===== config.mk =====
export PLATFORM = sky130hd
export DESIGN_NAME = dyt_fetch
export DESIGN_NICKNAME = d
export VERILOG_FILES = /design/src/rtl/common_types_pkg.sv /design/src/rtl/dyt_fetch_pc.sv /design/src/rtl/dyt_fetch.sv
export SDC_FILE = /design/constraint.sdc
export NUM_CORES = 1
export LEC_CHECK = 0
export BUFFER_PORTS_ARGS = -buffer_cell sky130_fd_sc_hd__buf_2
export CAP_MARGIN = 20
export CORE_MARGIN = 5
export CORE_UTILIZATION = 35
export CTS_CLUSTER_SIZE = 25
export DETAILED_ROUTE_END_ITERATION = 10
export PLACE_DENSITY_LB_ADDON = 0.3
export SYNTH_ARGS = -nofsm -noshare
export SYNTH_HDL_FRONTEND = slang
export SYNTH_HIERARCHICAL = 1
export SYNTH_SLANG_ARGS = --single-unit

===== constraint.sdc =====
create_clock -name CLK -period 2.8 [get_ports CLK]
set_input_delay 0.14 -clock CLK [delete_from_list [all_inputs] [get_ports CLK]]
set_output_delay 0.14 -clock CLK [all_outputs]
set_load 0.02 [all_outputs]

===== src/rtl/common_types_pkg.sv =====
// Shared CPU datapath types: word width, fetch FSM encoding and PC helpers.
package common_types;

    localparam int WORD_W = 32;
    localparam logic [WORD_W-1:0] PC_STEP = 32'd4;

    typedef enum logic [1:0] {
        IDLE   = 2'd0,
        REQ    = 2'd1,
        VALID  = 2'd2,
        HALTED = 2'd3
    } fetch_state_t;

    function automatic logic [WORD_W-1:0] word_align(input logic [WORD_W-1:0] addr);
        return addr & {{(WORD_W-2){1'b1}}, 2'b00};
    endfunction

endpackage


===== src/rtl/dyt_fetch_pc.sv =====
// Program counter register with next-PC selection: reset, redirect load, +4 step or hold.
module dyt_fetch_pc
    import common_types::*;
#(
    parameter logic [WORD_W-1:0] PC_INIT = 32'h0000_0000
) (
    input  logic              CLK,
    input  logic              nRST,
    input  logic              inc_i,
    input  logic              load_i,
    input  logic [WORD_W-1:0] load_pc_i,
    output logic [WORD_W-1:0] pc_o
);

    logic [WORD_W-1:0] pc_q;
    logic [WORD_W-1:0] pc_d;

    // A load always wins over a step so a redirect never advances past its target.
    always_comb begin
        pc_d = pc_q;
        if (load_i) begin
            pc_d = word_align(load_pc_i);
        end else if (inc_i) begin
            pc_d = pc_q + PC_STEP;
        end
    end

    always_ff @(posedge CLK) begin
        if (!nRST) begin
            pc_q <= word_align(PC_INIT);
        end else begin
            pc_q <= pc_d;
        end
    end

    assign pc_o = pc_q;

endmodule


===== src/rtl/dyt_fetch.sv =====
// Instruction fetch unit: single-outstanding imem reads, one instruction presented to decode at a time.
module dyt_fetch
    import common_types::*;
#(
    parameter logic [WORD_W-1:0] PC_INIT = 32'h0000_0000
) (
    input  logic              CLK,
    input  logic              nRST,
    output logic              imem_req,
    output logic [WORD_W-1:0] imem_addr,
    input  logic              imem_ready,
    input  logic [WORD_W-1:0] imem_rdata,
    output logic [WORD_W-1:0] instr,
    output logic [WORD_W-1:0] instr_pc,
    output logic              instr_valid,
    input  logic              instr_stall,
    input  logic              halt,
    input  logic              redirect,
    input  logic [WORD_W-1:0] redirect_pc,
    output logic              halted,
    output logic [31:0]       fetch_count,
    output fetch_state_t      dbg_state
);

    // Handshakes: memory transfers when imem_req & imem_ready (req held until then);
    // decode accepts when instr_valid & !instr_stall, and instr/instr_pc hold until it does.

    fetch_state_t      state_q, state_d;
    logic [WORD_W-1:0] instr_q, instr_d;
    logic [WORD_W-1:0] instr_pc_q, instr_pc_d;
    logic              valid_q, valid_d;
    logic [31:0]       count_q, count_d;
    logic              armed_q;
    logic              pc_inc;
    logic              pc_load;
    logic [WORD_W-1:0] pc;
    logic              accept;

    dyt_fetch_pc #(
        .PC_INIT (PC_INIT)
    ) u_pc (
        .CLK       (CLK),
        .nRST      (nRST),
        .inc_i     (pc_inc),
        .load_i    (pc_load),
        .load_pc_i (redirect_pc),
        .pc_o      (pc)
    );

    assign accept = valid_q && !instr_stall;

    always_comb begin
        state_d    = state_q;
        instr_d    = instr_q;
        instr_pc_d = instr_pc_q;
        valid_d    = valid_q;
        count_d    = count_q;
        pc_inc     = 1'b0;
        pc_load    = 1'b0;

        case (state_q)
            IDLE: begin
                // Stay one full cycle in IDLE after the first edge with reset released.
                if (armed_q) begin
                    state_d = REQ;
                end
            end
            REQ: begin
                if (imem_ready) begin
                    instr_d    = imem_rdata;
                    instr_pc_d = pc;
                    valid_d    = 1'b1;
                    pc_inc     = 1'b1;
                    state_d    = VALID;
                end
            end
            VALID: begin
                if (accept) begin
                    count_d = count_q + 32'd1;
                    valid_d = 1'b0;
                    state_d = halt ? HALTED : REQ;
                end
            end
            HALTED: begin
                valid_d = 1'b0;
            end
            default: begin
                state_d = IDLE;
                valid_d = 1'b0;
            end
        endcase

        // Redirect flushes whatever this cycle would have done, including a halt-accept.
        if (redirect && (state_q != HALTED)) begin
            instr_d    = instr_q;
            instr_pc_d = instr_pc_q;
            count_d    = count_q;
            valid_d    = 1'b0;
            pc_inc     = 1'b0;
            pc_load    = 1'b1;
            state_d    = REQ;
        end
    end

    always_ff @(posedge CLK) begin
        if (!nRST) begin
            state_q    <= IDLE;
            instr_q    <= '0;
            instr_pc_q <= '0;
            valid_q    <= 1'b0;
            count_q    <= '0;
            armed_q    <= 1'b0;
        end else begin
            state_q    <= state_d;
            instr_q    <= instr_d;
            instr_pc_q <= instr_pc_d;
            valid_q    <= valid_d;
            count_q    <= count_d;
            armed_q    <= 1'b1;
        end
    end

    assign imem_req    = (state_q == REQ);
    assign imem_addr   = pc;
    assign instr       = instr_q;
    assign instr_pc    = instr_pc_q;
    assign instr_valid = valid_q;
    assign halted      = (state_q == HALTED);
    assign fetch_count = count_q;
    assign dbg_state   = state_q;

endmodule


==> impl_metrics.toml <==
[clock_network]
cts_made_buffers = 17
clkSinkCount = 130
worstSkewPairLatency_ns = 0.41
clkSlewWorstSetupHoldPaths_ns = 0.06
cts_htree_levels = 4
ctsResizeCount = 0
cts_tree = "built"
clockBufferDepth = 2
cts_root_buf = "clkbuf_16"

[flow_run]
maxCapViolCount = 0

[pwr]
max-vdd-ir-drop_uv = 429
power.density_nw_per_um2 = 573
p_leak_uw = 0.00342

[synth]
yosys_warnings = 6
synth_edf_count = 0
synthFlopType = "dfxtp_1"
synth_top_area_cell = "dfxtp_1"
seq_area_frac_synth_pct = 43.5
synthCells = 743
avgSynthCellArea_um2 = 8.06
syn_area_um2 = 5990
ys_types = 57
async_reset_ff_share_pct = 0
ys_ff_latch = 130
post-synth-top-area-fraction_pct = 43.5
ys_top_cells_by_area = "dfxtp_1 (43%), nand2_1 (11%), a21oi_1 (7.7%), nand4_1 (2.8%), or4_1 (2.5%)"

[drt]
vias_per_cell = 5.13
drc_errors = 0
drt_first_pass_iters = 5
wl_per_cell_um = 15.4
drtAntennaViolNets = 0
routed_wl_mm = 18.5
via_count = 6184
drt_iter0_markers = 400

[cells_and_area]
drive_gt1_share_pct = 26.8
syn2layout_area_growth_pct = 37.3
nFillCells = 1650
final_cell_area_um2 = 8220
nNetsFinal = 1048

[setup_path]
end_kind = "flop"
cp.arrival_ns = 2.91
cp_max_fo = 18
startpoint_type = "flop"
critPathKind = "reg -> reg"
required_ns = 3.14

[placed_design]
io_buffers = 198
routabilityCongestion = 0.778
place_area_um2 = 7160
dpl.hpwl_mm = 12.5

[floorplanning]
dieArea_um2 = 19800
fp-row-count = 47
start_util_pct = 35.9
pin_count = 203
die_y_um = 141
core-area_um2 = 16700
die_w_um = 141

[timing]
fin_crit_ns = 2.57
tightest_slew_ns = 0.817
setup_violations = 0
post-route-period-util_pct = 92.0
clock.fmax_mhz = 388
hold_violations = 0
final-max-slew-violation-count = 0
clock_skew_ns = 0.00543
relSlewSlack_pct = 45.0
rsz0062_at_grt = "no"
fin_setup_tns_ns = 0

[global_routing]
grt_max_degree = 65
grt_overflow = 0
grt_use_total_pct = 18.2
antenna_found_initial = 1
grt_pass1_wl_mm = 29.7
grt_pass1_vias = 5727

[hold_path]
min_path_type = "in -> reg"

[status]
status = "finished clean"
[stage by stage]
step	utilization, %	hold slack [ns]	std cells	total power, uW	setup WS [ns]
global placement	42.9	0.364	1126	2440	0.294
detailed placement	42.9	0.368	1126	2450	0.263
global route	49.2	0.0408	1204	4920	0.0521
finish	49.2	0.0304	1205	4710	0.225
floorplan	-	0.168	744	2270	0.128
CTS	49.2	0.0131	1204	4790	0.237
[synth_stat cells (all sizes together), types with 3 or more instances]
cell / number
nor2b: 3
buf: 13
o21ai: 26
o211a: 7
nor3: 4
o41ai: 3
nand2: 172
a211oi: 5
or4: 23
a21oi: 92
ha: 7
mux2i: 8
or3: 7
and4: 5
nand2b: 10
nand3: 25
nand4: 28
and3: 12
or2: 4
xor2: 6
nor4: 17
inv: 11
clkbuf: 36
a32oi: 4
a211o: 3
xnor2: 13
o31ai: 17
nor4b: 3
nor2: 21
a31oi: 6
dfxtp: 130
[repair_timing]
item                                   in CTS  in global routing
buffers inserted                            0                  0
hold buffers                               46                  0
endpoints found under the hold margin      46                  0
[registers in the layout, summed over array words and instances, names as in the netlist]
name,cells
dbg_state,2
instr_valid,1
fetch_count,32
instr,32
u_pc/pc_o,30
armed_q,1
instr_pc,32
[metal layers]
metal  vias up  routed length, um  global-route usage (%)
met2       191               8700                    29.3
li1       3117                  -                       -
met1      2857               8230                    23.6
met5         -                 13                       0
met3        17               1360                    5.82
met4         2                226                    5.00
[kinds of logic (layout without fill, tap and decap cells)]
family	count (synthesis)	after routing	synth area share, %
AOI/OAI and AO/OA	173	173	17.3
xor gates and xnor gates	19	19	2.78
adders and majority gates	7	7	1.46
buffers and inverters	60	300	4.22
DFF	130	130	43.5
muxes	8	8	1.34
other	1	3	0.0626
and+or+nand+nor	345	345	29.4
[critical path: stages (launching register included)]
cell and delay (ns):
dfxtp_1 0.42, ha_1 0.25, nand2b_2 0.20, inv_2 0.10, or4_1 0.80, or4_1 0.59
a21oi_1 0.14
[power breakdown]
part,switching (uW),leakage (uW),internal (uW)
clock network,817,0.000286,1440
registers,76.0,0.00106,1910
logic,273,0.00207,198
[cells in the final DEF, fill, tap and decap left out, drive strengths merged, types with 3 or more instances in the layout]
cell type / netlist / routed
or3: 7 / 7
a211o: 3 / 3
a32oi: 4 / 4
nand4: 28 / 28
o21ai: 26 / 26
o211a: 7 / 7
nand3: 25 / 25
xnor2: 13 / 13
nor4b: 3 / 3
a21oi: 92 / 92
o31ai: 17 / 17
dfxtp: 130 / 130
a211oi: 5 / 5
and3: 12 / 12
buf: 13 / 211
clkbuf: 36 / 22
nor4: 17 / 17
bufinv: 0 / 3
o41ai: 3 / 3
nand2: 172 / 172
clkinv: 0 / 4
a31oi: 6 / 6
inv: 11 / 11
mux2i: 8 / 8
nand2b: 10 / 10
nor2: 21 / 21
dlygate4sd3: 0 / 46
clkinvlp: 0 / 3
xor2: 6 / 6
nor2b: 3 / 3
or4: 23 / 23
and4: 5 / 5
ha: 7 / 7
or2: 4 / 4
nor3: 4 / 4
[path summary, 6_finish.rpt]
path	start	to	slack, ns	cells after the start
hold / removal	redirect_pc[29]	u_pc/pc_o[29]$_SDFFE_PN0P_	0.03	3
setup reg to reg	dbg_state[1]$_SDFFE_PP0P_	fetch_count[23]$_SDFFE_PN0P_	0.23	6
setup / recovery	dbg_state[1]$_SDFFE_PP0P_	fetch_count[23]$_SDFFE_PN0P_	0.23	6
hold reg to reg	instr[5]$_SDFFE_PN0P_	instr[5]$_SDFFE_PN0P_	0.45	2
[final cells by class]
cell class | instances | area [um2] | share of cell area, %
clock inverters | 10 | 133 | 1.61
flip-flops and latches | 130 | 2600 | 31.7
multi-input cells | 554 | 3140 | 38.2
clock buffers | 22 | 464 | 5.65
diodes | 1 | 2.50 | 0.0304
repair buffers | 257 | 1560 | 19.0
well taps | 220 | 275 | 3.35
inverters | 11 | 41.3 | 0.502
(Power assumes the default switching activity.)
